**src/rtl/seq_alu.sv**
```systemverilog
// seq_alu: multi-cycle ALU with a start/done handshake.
//   Single-cycle ops complete one edge after accept. DIVMOD with a nonzero
//   divisor runs a restoring divider (one quotient bit per cycle, MSB first)
//   and completes WIDTH+1 edges after accept.
// Ports:
//   clk, rst            clock, async active-high reset
//   start, op, a, b     issue request (sampled only when ready=1)
//   ready               may accept start this cycle
//   done                one-cycle pulse, results valid
//   result_lo/hi        primary result / MUL high half or remainder
//   flag_z/c/v/dz       zero, carry/borrow, signed overflow, divide-by-zero
module seq_alu #(
  parameter int WIDTH = 16,
  parameter int OPW   = 4
) (
  input  logic             clk,
  input  logic             rst,
  input  logic             start,
  input  logic [OPW-1:0]   op,
  input  logic [WIDTH-1:0] a,
  input  logic [WIDTH-1:0] b,
  output logic             ready,
  output logic             done,
  output logic [WIDTH-1:0] result_lo,
  output logic [WIDTH-1:0] result_hi,
  output logic             flag_z,
  output logic             flag_c,
  output logic             flag_v,
  output logic             flag_dz
);
  localparam int CW = $clog2(WIDTH + 1);
  localparam logic [OPW-1:0] OP_ADD = OPW'(4'h0), OP_SUB = OPW'(4'h1),
                             OP_INC = OPW'(4'h2), OP_DEC = OPW'(4'h3),
                             OP_MUL = OPW'(4'h4), OP_SHR = OPW'(4'h5),
                             OP_SHL = OPW'(4'h6), OP_AND = OPW'(4'h7),
                             OP_OR  = OPW'(4'h8), OP_XOR = OPW'(4'h9),
                             OP_NOT = OPW'(4'hA), OP_DIV = OPW'(4'hB);
  localparam logic [WIDTH-1:0] WIDTH_V = WIDTH'(WIDTH);

  typedef enum logic [1:0] {S_IDLE, S_EXEC, S_DIV} state_t;
  state_t state, state_nx;

  logic [OPW-1:0]   op_r;
  logic [WIDTH-1:0] a_r, b_r;
  logic [WIDTH-1:0] quo, rem;
  logic [CW-1:0]    cnt;
  logic             accept, div_last;

  // Final DIV cycle only transfers quo/rem to the outputs, so it can
  // overlap with accepting the next op just like an EXEC cycle.
  assign div_last = (state == S_DIV) && (cnt == CW'(WIDTH));
  assign accept   = start && ready;

  always_comb begin
    state_nx = state;
    ready    = 1'b0;
    case (state)
      S_IDLE:  ready = 1'b1;
      S_EXEC:  ready = 1'b1;
      S_DIV:   ready = div_last;
      default: ready = 1'b0;
    endcase
    if (accept)
      state_nx = (op == OP_DIV && b != '0) ? S_DIV : S_EXEC;
    else if (state == S_EXEC || div_last)
      state_nx = S_IDLE;
  end

  // Single-cycle datapath on the latched operands
  logic [WIDTH-1:0]   alu_lo, alu_hi;
  logic               alu_c, alu_v, alu_dz;
  logic [WIDTH:0]     sum;
  logic [2*WIDTH-1:0] prod;

  always_comb begin
    alu_lo = '0;
    alu_hi = '0;
    alu_c  = 1'b0;
    alu_v  = 1'b0;
    alu_dz = 1'b0;
    sum    = '0;
    prod   = '0;
    case (op_r)
      OP_ADD: begin
        sum    = {1'b0, a_r} + {1'b0, b_r};
        alu_lo = sum[WIDTH-1:0];
        alu_c  = sum[WIDTH];
        alu_v  = (a_r[WIDTH-1] == b_r[WIDTH-1]) && (alu_lo[WIDTH-1] != a_r[WIDTH-1]);
      end
      OP_SUB: begin
        sum    = {1'b0, a_r} - {1'b0, b_r};
        alu_lo = sum[WIDTH-1:0];
        alu_c  = sum[WIDTH];
        alu_v  = (a_r[WIDTH-1] != b_r[WIDTH-1]) && (alu_lo[WIDTH-1] != a_r[WIDTH-1]);
      end
      OP_INC: begin
        sum    = {1'b0, b_r} + 1'b1;
        alu_lo = sum[WIDTH-1:0];
        alu_c  = sum[WIDTH];
        alu_v  = !b_r[WIDTH-1] && alu_lo[WIDTH-1];
      end
      OP_DEC: begin
        sum    = {1'b0, b_r} - 1'b1;
        alu_lo = sum[WIDTH-1:0];
        alu_c  = sum[WIDTH];
        alu_v  = b_r[WIDTH-1] && !alu_lo[WIDTH-1];
      end
      OP_MUL: begin
        prod             = {{WIDTH{1'b0}}, a_r} * {{WIDTH{1'b0}}, b_r};
        {alu_hi, alu_lo} = prod;
      end
      OP_SHR: alu_lo = (b_r >= WIDTH_V) ? '0 : (a_r >> b_r);
      OP_SHL: alu_lo = (b_r >= WIDTH_V) ? '0 : (a_r << b_r);
      OP_AND: alu_lo = a_r & b_r;
      OP_OR:  alu_lo = a_r | b_r;
      OP_XOR: alu_lo = a_r ^ b_r;
      OP_NOT: alu_lo = ~b_r;
      OP_DIV: begin  // only reaches EXEC with b==0
        alu_lo = '1;
        alu_hi = a_r;
        alu_dz = 1'b1;
      end
      default: ;     // illegal opcodes: all zero
    endcase
  end

  // Restoring divider step: shift next dividend bit into the partial
  // remainder, subtract divisor if it fits. rem < b keeps diff in WIDTH bits.
  logic [WIDTH:0]   shifted, diff;
  logic             fits;
  assign shifted = {rem, quo[WIDTH-1]};
  assign diff    = shifted - {1'b0, b_r};
  assign fits    = !diff[WIDTH];

  always_ff @(posedge clk or posedge rst) begin
    if (rst) begin
      state     <= S_IDLE;
      op_r      <= '0;
      a_r       <= '0;
      b_r       <= '0;
      quo       <= '0;
      rem       <= '0;
      cnt       <= '0;
      done      <= 1'b0;
      result_lo <= '0;
      result_hi <= '0;
      flag_z    <= 1'b0;
      flag_c    <= 1'b0;
      flag_v    <= 1'b0;
      flag_dz   <= 1'b0;
    end else begin
      state <= state_nx;
      done  <= 1'b0;
      if (state == S_EXEC) begin
        result_lo <= alu_lo;
        result_hi <= alu_hi;
        flag_z    <= (alu_lo == '0);
        flag_c    <= alu_c;
        flag_v    <= alu_v;
        flag_dz   <= alu_dz;
        done      <= 1'b1;
      end else if (div_last) begin
        result_lo <= quo;
        result_hi <= rem;
        flag_z    <= (quo == '0);
        flag_c    <= 1'b0;
        flag_v    <= 1'b0;
        flag_dz   <= 1'b0;
        done      <= 1'b1;
      end else if (state == S_DIV) begin
        rem <= fits ? diff[WIDTH-1:0] : shifted[WIDTH-1:0];
        quo <= {quo[WIDTH-2:0], fits};
        cnt <= cnt + CW'(1);
      end
      if (accept) begin
        op_r <= op;
        a_r  <= a;
        b_r  <= b;
        quo  <= a;
        rem  <= '0;
        cnt  <= '0;
      end
    end
  end
endmodule

```
**config.mk**
```make
export PLATFORM = sky130hd
export DESIGN_NAME = seq_alu
export DESIGN_NICKNAME = d
export VERILOG_FILES = /design/src/rtl/seq_alu.sv
export SDC_FILE = /design/constraint.sdc
export NUM_CORES = 1
export LEC_CHECK = 0
export ABC_AREA = 1
export CAP_MARGIN = 20
export CORE_MARGIN = 1
export CORE_UTILIZATION = 50
export CTS_CLUSTER_SIZE = 14
export DETAILED_ROUTE_END_ITERATION = 10
export GPL_ROUTABILITY_DRIVEN = 0
export PLACE_DENSITY = 0.66
export SLEW_MARGIN = 30
export SYNTH_ARGS = -nofsm -noshare
export SYNTH_HDL_FRONTEND = slang
export SYNTH_SLANG_ARGS = --single-unit
```
**constraint.sdc**
```tcl
create_clock -name clk -period 8.4 [get_ports clk]
set_clock_uncertainty 0.15 [all_clocks]
set_input_delay 0.84 -clock clk [delete_from_list [all_inputs] [get_ports clk]]
set_output_delay 0.84 -clock clk [all_outputs]
set_load 0.01 [all_outputs]
```
# Word-level counts from Yosys, hierarchy flattened
# Index checks and enable logic that the tools add are counted.
[word_totals]
out_inout_bits = 38
in_bits = 39
word_cells = 106
regBits = 112
[classes]
magnitude_cmp = 1
bitwise_logic = 4
add_sub_neg = 6
n_reduce_logical = 21
shift = 2
eq_ne = 21
mul = 1
muxes = 36
[ops]
columns = ["cell", "n"]
rows = [
  ["$mux W16", 15],
  ["$pmux W16 S12", 1],
  ["$logic_not A16 Y1", 2],
  ["$mul A16 B16 Y32", 1],
  ["$pmux W16 S2", 1],
  ["$eq A4 B4 Y1 const B", 5],
  ["$mux W5", 4],
  ["$add A16 B1 Y17 const B", 1],
  ["$add A16 B16 Y17", 1],
  ["$sub A16 B1 Y17 const B", 1],
  ["$sub A16 B16 Y17", 1],
  ["$sub A17 B16 Y17", 1],
  ["$and A16 B16 Y16", 1],
  ["$eq A4 B3 Y1 const B", 4],
  ["$ge A16 B5 Y1 const B", 1],
  ["$not A16 Y16", 1],
  ["$or A16 B16 Y16", 1],
  ["$reduce_bool A16 Y1", 1],
  ["$shl A16 B16 Y16", 1],
  ["$shr A16 B16 Y16", 1],
  ["$xor A16 B16 Y16", 1],
  ["$mux W1", 9],
  ["$eq A4 B2 Y1 const B", 2],
  ["$pmux W1 S4", 2],
  ["other kinds (18)", 33],
]

# Depth between registers and ports, before layout
# Gate-level depths: netlist (run 1).
[logic_depth]
ltp_word = 6
mapped_depth = 34
depth_no_buf = 31

# Worst setup path before layout (run 1)
# OpenSTA, ideal clock, no wires.
[synth_path]
path_type = "register -> register"
from = "register b_r[1]"
to = "register result_hi[8]"
synth_period_minus_slack_ns = 6.510
stages_incl_launch_ff = 27
required_ns = 8.127
setup_slack_ns = 1.890
n_path_buf = 3
t_arrival_ns = 6.237
setup_ns = 0.123
cell_sequence = "dfrtp_1 buf_2 buf_1 buf_1 nand2_1 fa_1 fa_1 fa_1 fa_1 inv_1 fa_1 inv_1 fa_1 inv_1 ha_1 a21oi_1 nand2_1 a21oi_1 o21ai_0 a21o_1 nand2_1 nand2_1 a21oi_1 xor2_1 nor2_1 o21ai_0 nand2_1"
[synth_via]
elab_chain_cells = 3
[synth_rtl]
columns = ["element", "line_no", "rtl"]
rows = [
  ["from (decl)", "44", "logic [WIDTH-1:0] a_r, b_r;"],
  ["from (signal assigned)", "140", "b_r <= '0;"],
  ["from (signal assigned)", "178", "b_r <= b;"],
  ["$mul A16 B16 Y32", "109", "prod = {{WIDTH{1'b0}}, a_r} * {{WIDTH{1'b0}}, b_r};"],
  ["$pmux W16 S2", "83", "case (op_r)"],
  ["$mux W16", "154", "if (state == S_EXEC) begin"],
  ["to (signal assigned)", "156", "result_hi <= alu_hi;"],
  ["to (signal assigned)", "164", "result_hi <= rem;"],
  ["to (decl)", "25", "output logic [WIDTH-1:0] result_hi,"],
]
# Every way passes these cells.
# A chain may end at the register's enable or synchronous reset.

# Worst setup path in the final report (run 1)
[layout_path]
from = "register a_r[6]"
to = "register flag_z"
[layout_via]
elab_chain_cells = 5
word_cells_on_any_way = 13
classes_between = "add/sub (2); mul (1); shift (2); mux (4); bitwise (3); reduce/logical (1)"
[layout_rtl]
columns = ["element", "line_no", "rtl"]
rows = [
  ["from (decl)", "44", ""],
  ["from (signal assigned)", "139", "a_r <= '0;"],
  ["from (signal assigned)", "177", "a_r <= a;"],
  ["branches (longest 2 deep; another with $mul A16 B16 Y32)", "n/a", ""],
  ["$pmux W16 S12 (*)", "83", ""],
  ["$logic_not A16 Y1 (*)", "157", "flag_z <= (alu_lo == '0);"],
  ["$mux W1 (*)", "154", ""],
  ["to (signal assigned)", "157", ""],
  ["to (signal assigned)", "165", "flag_z <= (quo == '0);"],
  ["to (decl)", "26", "output logic flag_z,"],
]
# Every way passes the cells marked *.

==> results by group, run 1 <==
Route
  • WL per Instance: around 21 um
  • Vias per inst: 5.89
  • Initial DRC count: between 2000 and 2500
  • Vias: between 15000 and 20000
  • Routed Antenna Nets: 0
  • Routed wire length: just over 70 mm
  • DRC violation count after routing: 0
  • First drt pass iteration count: 8

Placement
  • Placed Cells: between 3000 and 4000
  • Port Buf Inserts: 76
  • Detail Placement HPWL: about 55 mm
  • Placed Area: around 20000 um2

GRT
  • Remaining global-route overflow: 0
  • Total Routing Usage GR: 36.8%
  • Vias in the first global route: 19172
  • Initial antenna violation count: 1
  • Largest net degree at the start of global routing: 60
  • First-pass GRT wire length: roughly 110 mm

Min path
  • Hold Crit Class: flop to flop
  • Hold path startpoint: flag_dz$_DFFE_PP0P_
  • Hold depth: 2
  • Hold Path End: flag_dz$_DFFE_PP0P_

Synth
  • EDFF count, synth: 0
  • Largest family of logic cells by synthesized area: adder cells
  • Async set-reset flop share out of synthesis: 100%
  • Post-Synth Simple-Gate Area: roughly a quarter
  • Post-synthesis net count: 3222
  • Syn Std Cell Area: about 19000 um2
  • Cells after Synth: around 2800
  • Yosys cell types: 55
  • Average cell area after synthesis: 6.93 um2
  • Mux share of post-synthesis cell area: 0%
  • XOR/XNOR share of the synthesized area: 1.35%
  • Yosys warns: 0
  • Synth Area in Adders: roughly a third
  • Commonest register cell after synthesis: dfrtp_1
  • FF+latch count, synth: about 110
  • Compound-gate portion of the synthesized area: a little over an eighth
  • Seq/Total Area, Yosys: between 10% and 20%

Layout
  • Final instance area: roughly 21000 um2
  • FILL cells: 3714
  • Final cell count without fillers: around 3300
  • Layout area overhead: 7.30%
  • Most frequent cells in the layout: 680 x nand2_1, 550 x inv_1, 196 x fa_1
  • Most common cell after layout, fill and taps aside: nand2_1
  • Final net count: ~3200
  • Share of cells above drive strength 1: ~5.1%

Floorplanning
  • Core area: 38000 um2
  • Ports: 77
  • Die Footprint: between 30000 and 40000 um2
  • Die W: between 150 and 200 um
  • Number of core rows: a little over 70
  • Initial Util: around half
  • Chip height: between 150 and 200 um

CTS
  • Worst-Skew Late Latency: roughly 380 ps
  • Max Buffers Root-to-Sink: 2
  • Setup Fix Bufs, Post-CTS: 0
  • Num Clock Sinks: 112
  • Total CTS buffers: 9
  • CTS root buffer: clkbuf_16
  • PostCTS Resize Cnt: 0
  • CTS tree: done
  • Post-CTS Hold Fix Bufs: 0
  • Clock-pin slew on the worst setup and hold paths: roughly 90 ps
  • Number of H-tree levels: 3

Setup path
  • Startpoint types: flop
  • CP Data Required Time: 8550 ps
  • CP Buf/Inv Count: 4
  • Setup Crit Path Kind: flop to flop
  • Worst R2R Setup Slack: roughly 1500 ps
  • CP max stage delay: between 900 and 1000 ps
  • FF-to-FF End: flag_z$_DFFE_PP0P_
  • Most used cell, CP: fa_1
  • CP max FO: 15
  • RR Startpoint: a_r[6]$_DFFE_PP0P_
  • Kind of cell adding the most delay to the critical path: adder cells
  • Worst EP arrival: between 7000 and 8000 ps
  • CP max-delay cell: dfrtp_1
  • Worst r2r path cells: 25
  • Crit end category: flop

Status
  • Status: finished clean

Flow run
  • Max cap viols: 0

Timing
  • Worst slew margin: a little over 30%
  • RSZ-0062 raised after global routing: no
  • Highest clock rate: about 140 MHz
  • Final setup viols: 0
  • Worst-Margin Slew: 1030 ps
  • Final Cycle Share: slightly above 80%
  • Hold Vio Cnt, Final: 0
  • Slew Viols, Final: 0
  • Post-route minimum period: ~7000 ps
  • Total negative slack: 0 ps
synthesized netlist by cell type, types with 6 or more instances:
| cell | number | area (um2) |
|---|---|---|
| buf_1 | 19 | 71.3 |
| nand3_2 | 13 | 130 |
| o221ai_1 | 10 | 87.6 |
| nor2_1 | 160 | 601 |
| o22ai_1 | 18 | 113 |
| inv_2 | 16 | 60.1 |
| nand3_1 | 191 | 956 |
| clkbuf_1 | 66 | 248 |
| buf_2 | 33 | 165 |
| a221oi_1 | 18 | 158 |
| nor3_1 | 21 | 105 |
| inv_1 | 551 | 2070 |
| nand3b_1 | 6 | 45.0 |
| xnor2_1 | 9 | 78.8 |
| o21ai_1 | 15 | 75.1 |
| nand2_1 | 680 | 2550 |
| nor2_2 | 12 | 75.1 |
| buf_4 | 10 | 75.1 |
| nand4_1 | 23 | 144 |
| o21ai_0 | 133 | 666 |
| a21oi_1 | 151 | 756 |
| o2111ai_1 | 8 | 70.1 |
| o211ai_1 | 34 | 255 |
| a211oi_1 | 8 | 60.1 |
| nor4_1 | 10 | 62.6 |
| nand2_2 | 18 | 113 |
| fa_1 | 196 | 3920 |
| dfrtp_1 | 112 | 2800 |
| ha_1 | 176 | 2200 |
| a22oi_1 | 15 | 113 |
| xor2_1 | 21 | 184 |
worst max path at each step:
| stage | endpoint | depth (start not counted) | from |
|---|---|---|---|
| floorplan | result_hi[8]$_DFFE_PP0P_ | 26 | b_r[1]$_DFFE_PP0P_ |
| global placement | flag_z$_DFFE_PP0P_ | 25 | a_r[6]$_DFFE_PP0P_ |
| detailed placement | flag_z$_DFFE_PP0P_ | 26 | b_r[7]$_DFFE_PP0P_ |
| CTS | flag_z$_DFFE_PP0P_ | 25 | a_r[6]$_DFFE_PP0P_ |
| global route | flag_z$_DFFE_PP0P_ | 28 | b_r[5]$_DFFE_PP0P_ |
| finish | flag_z$_DFFE_PP0P_ | 25 | a_r[6]$_DFFE_PP0P_ |
logic make-up (layout without fill, tap and decap cells):
family                   after synthesis  count (layout)
AO/OA/AOI/OAI                        445             445
adder cells (fa/ha/maj)              372             372
other                                  0               1
AND/OR/NAND/NOR                     1150            1150
XOR/XNOR                              30              30
flip-flops                           112             112
buffers and inverters                702             702
worst reg2reg max path, delay by kind of cell, from the launching register on:
family	cells	cell delay (ps)
AO/OA/AOI/OAI	3	500
adder cells (fa/ha/maj)	8	3690
buffers and inverters	4	270
flip-flops	1	930
AND/OR/NAND/NOR	10	1320
through the flow:
step	worst slack, ps	hold slack (ps)	util [%]
after CTS	1590	337	55.0
after floorplan	1890	341	-
after global placement	1770	316	54.2
after global routing	1170	368	55.0
after detailed placement	1630	314	54.2
final	1450	337	55.0
sequential cells by signal, indices dropped and copies added (netlist names), 2 cells and up:
name,cells
state,2
cnt,5
op_r,4
result_hi,16
result_lo,16
a_r,16
quo,16
rem,16
b_r,16
layout make-up:
type	instances	area, um2	area share (%)
Antenna cell	1	2.50	0.0120
Timing Repair Buffer	117	1070	5.11
Tap cell	511	639	3.06
Sequential cell	112	2810	13.4
Multi-Input combinational cell	1997	14000	66.7
Inverter	569	2140	10.2
Clock buffer	9	225	1.08
Clock inverter	7	78.8	0.377
routing by layer:
metal  up-vias  share of wire (%)  global-route usage, %
li1       8847                  -                      -
met1      9313                 40                   49.6
met2      1179                 42                   55.3
met3       228                 12                   8.59
met4         0                5.8                   18.5
met5         -                  0                      0
Power of run 1 is not shown: default switching activity piles up to over one toggle a cycle in this logic, so the estimate is an artifact.
==> run 2: changes to the inputs <==
--- a/config.mk
+++ b/config.mk
@@ -12,7 +12,7 @@
 export CTS_CLUSTER_SIZE = 14
 export DETAILED_ROUTE_END_ITERATION = 10
 export GPL_ROUTABILITY_DRIVEN = 0
-export PLACE_DENSITY = 0.66
+export PLACE_DENSITY = 0.68
 export SLEW_MARGIN = 30
 export SYNTH_ARGS = -nofsm -noshare
 export SYNTH_HDL_FRONTEND = slang
==> constraint.sdc (replaced) <==
create_clock -name clk -period 6.17 [get_ports clk]
set_clock_uncertainty 0.15 [all_clocks]
set_input_delay 0.617 -clock clk [delete_from_list [all_inputs] [get_ports clk]]
set_output_delay 0.617 -clock clk [all_outputs]
set_load 0.01 [all_outputs]
==> run 2 against run 1 <==
Effect of this change: worst setup slack got worse by 1300 ps; global-route usage fell by 1.3 points; routed wire length fell by 1.1%; sequential share of layout area fell by 0.74 points; highest routed layer is now met5; critical endpoint unchanged; cell area rose by 6.6%; via count rose by 2.4%; sequential cell count did not move; clock-buffer cell count rose by 1; critical path type unchanged; largest cell class unchanged.
==> results by group, run 2 (synthesis gave the netlist of run 1 again) <==
Status
  • Status: finished clean

CTS
  • Post-CTS Hold Fix Bufs: 0 (unchanged)
  • CTS tree: done
  • Total CTS buffers: 9 (unchanged)
  • Worst-Skew Late Latency: 380 ps (about the same)
  • Num Clock Sinks: 112 (unchanged)
  • CTS root buffer: clkbuf_16
  • Clock-pin slew on the worst setup and hold paths: 100 ps (about the same)
  • Max Buffers Root-to-Sink: 2 (unchanged)
  • Number of H-tree levels: 3 (unchanged)

Floorplanning
  • Ports: 77 (unchanged)
  • Chip height: 199 um (unchanged)
  • Initial Util: 51.3% (unchanged)
  • Core area: 38000 um2 (unchanged)
  • Number of core rows: 71 (unchanged)
  • Die W: 199 um (unchanged)
  • Die Footprint: 39800 um2 (unchanged)

Setup path
  • CP max FO: 11 (-4)
  • CP max stage delay: 600 ps (-330 ps)
  • Worst R2R Setup Slack: 130 ps (-1320 ps)
  • CP max-delay cell: fa_1
  • Most used cell, CP: fa_1
  • Startpoint types: flop
  • CP Data Required Time: 6330 ps (-2220 ps)
  • Crit end category: flop
  • Setup Crit Path Kind: flop to flop
  • Worst EP arrival: 6200 ps (-900 ps)

GRT
  • Vias in the first global route: 19329 (+0.82%)
  • Largest net degree at the start of global routing: 75 (+25%)
  • Remaining global-route overflow: 0 (unchanged)
  • Initial antenna violation count: 4 (+3)
  • First-pass GRT wire length: 107 mm (-2.5%)
  • Total Routing Usage GR: 35.5% (-1.3 points)

Timing
  • Worst slew margin: 29.3% (-1.8 points)
  • Final setup margin: 129 ps (-1320 ps)
  • Final Cycle Share: 97.9% (+15 points)
  • Hold Vio Cnt, Final: 0 (unchanged)
  • Post-route minimum period: 6040 ps (-905 ps)
  • Worst-Margin Slew: 1050 ps (+15.7 ps)
  • Total negative slack: 0 ps (unchanged)
  • Highest clock rate: 166 MHz (+15%)
  • Slew Viols, Final: 0 (unchanged)
  • RSZ-0062 raised after global routing: yes
  • Final setup viols: 0 (unchanged)
  • Fin Hold WS: 348 ps (+11.1 ps)

Placement
  • Placed Cells: 3384 (+2.4%)
  • Detail Placement HPWL: 54.9 mm (about the same)
  • Place WS: -137 ps (-1760 ps)
  • Port Buf Inserts: 76 (unchanged)

Layout
  • Most common cell after layout, fill and taps aside: nand2_1
  • Share of cells above drive strength 1: 12.2% (+7.1 points)
  • FILL cells: 3597 (-3.2%)
  • Layout area overhead: 14.3%
  • Antenna Cells: 0 (-1)
  • Most frequent cells in the layout: 670 x nand2_1, 542 x inv_1, 194 x fa_1
  • Final cell count without fillers: 3427 (+3.1%)
  • Final net count: 3322 (+3.3%)

Route
  • Vias per inst: 5.85 (-0.74%)
  • Routed wire length: 69.9 mm (-1.1%)
  • DRC violation count after routing: 0 (unchanged)
  • WL per Instance: 20.4 um (-4.1%)
  • Initial DRC count: 2553 (+14%)
  • First drt pass iteration count: 7 (-1)
  • Vias: 20031 (+2.4%)
  • Routed Antenna Nets: 0 (unchanged)

Min path
  • Hold Crit Class: flop to flop

Flow run
  • Max cap viols: 0 (unchanged)
==> run 2: cell types whose count changed in the layout (fill, tap and decap cells not counted), sizes merged <==
cell    delta
clkbuf     +2
inv        -2
diode      -1
buf      +104
clkinv     +1
==> run 2: final timing paths <==
kind                                     start                        end  depth (start not counted)
hold / removal             flag_dz$_DFFE_PP0P_        flag_dz$_DFFE_PP0P_                          2
max in group asynchronous                  rst        a_r[10]$_DFFE_PP0P_                          3
min in group asynchronous                  rst  result_lo[11]$_DFFE_PP0P_                          2
setup / recovery            b_r[2]$_DFFE_PP0P_         flag_z$_DFFE_PP0P_                         27
hold reg to reg            flag_dz$_DFFE_PP0P_        flag_dz$_DFFE_PP0P_                          2
setup reg to reg            b_r[2]$_DFFE_PP0P_         flag_z$_DFFE_PP0P_                         27
==> run 2: metrics by stage <==
stage	area [um2]	util, %
after floorplan	19500	-
after global placement	21300	56.0
after detailed placement	21300	56.0
after CTS	21600	56.8
after global routing	22300	58.6
final	22300	58.6
==> run 2: worst max-delay path: cells and delay by family (launching register included) <==
family | cells | cell delay, ps
flops | 1 | 520
compound gates | 1 | 130
buf+inv | 5 | 260
fa+ha+maj | 7 | 3400
simple gates | 14 | 1490
==> run 2: routing by layer <==
metal | wire (um) | part of all wire [%] | global-route usage (%) | vias to the layer above
met1 | 28000 | 40 | 48.1 | 9518
li1 | - | - | - | 9051
met3 | 7760 | 11 | 7.29 | 257
met2 | 30300 | 43 | 54.2 | 1201
met4 | 3730 | 5.3 | 16.9 | 4
met5 | 27 | 0.039 | 0 | -
==> run 2: what timing repair did <==
| action | in CTS | in global routing |
|---|---|---|
| endpoints found under the setup margin | 5 | 22 |
| pin swaps | 0 | 59 |
| endpoints found under the hold margin | 0 | 0 |
| resized for setup | 10 | 131 |
| setup buffers | 1 | 26 |
==> run 2: area by class of cell <==
cell class | count | area (um2) | share of cell area [%]
Tap cell | 511 | 639 | 2.87
Sequential cell | 112 | 2830 | 12.7
Multi-Input combinational cell | 1997 | 14400 | 64.6
Timing Repair Buffer | 222 | 1990 | 8.94
Inverter | 569 | 2140 | 9.62
Clock inverter | 6 | 62.6 | 0.281
Clock buffer | 10 | 229 | 1.03
Power of run 2 is left out for the same reason.
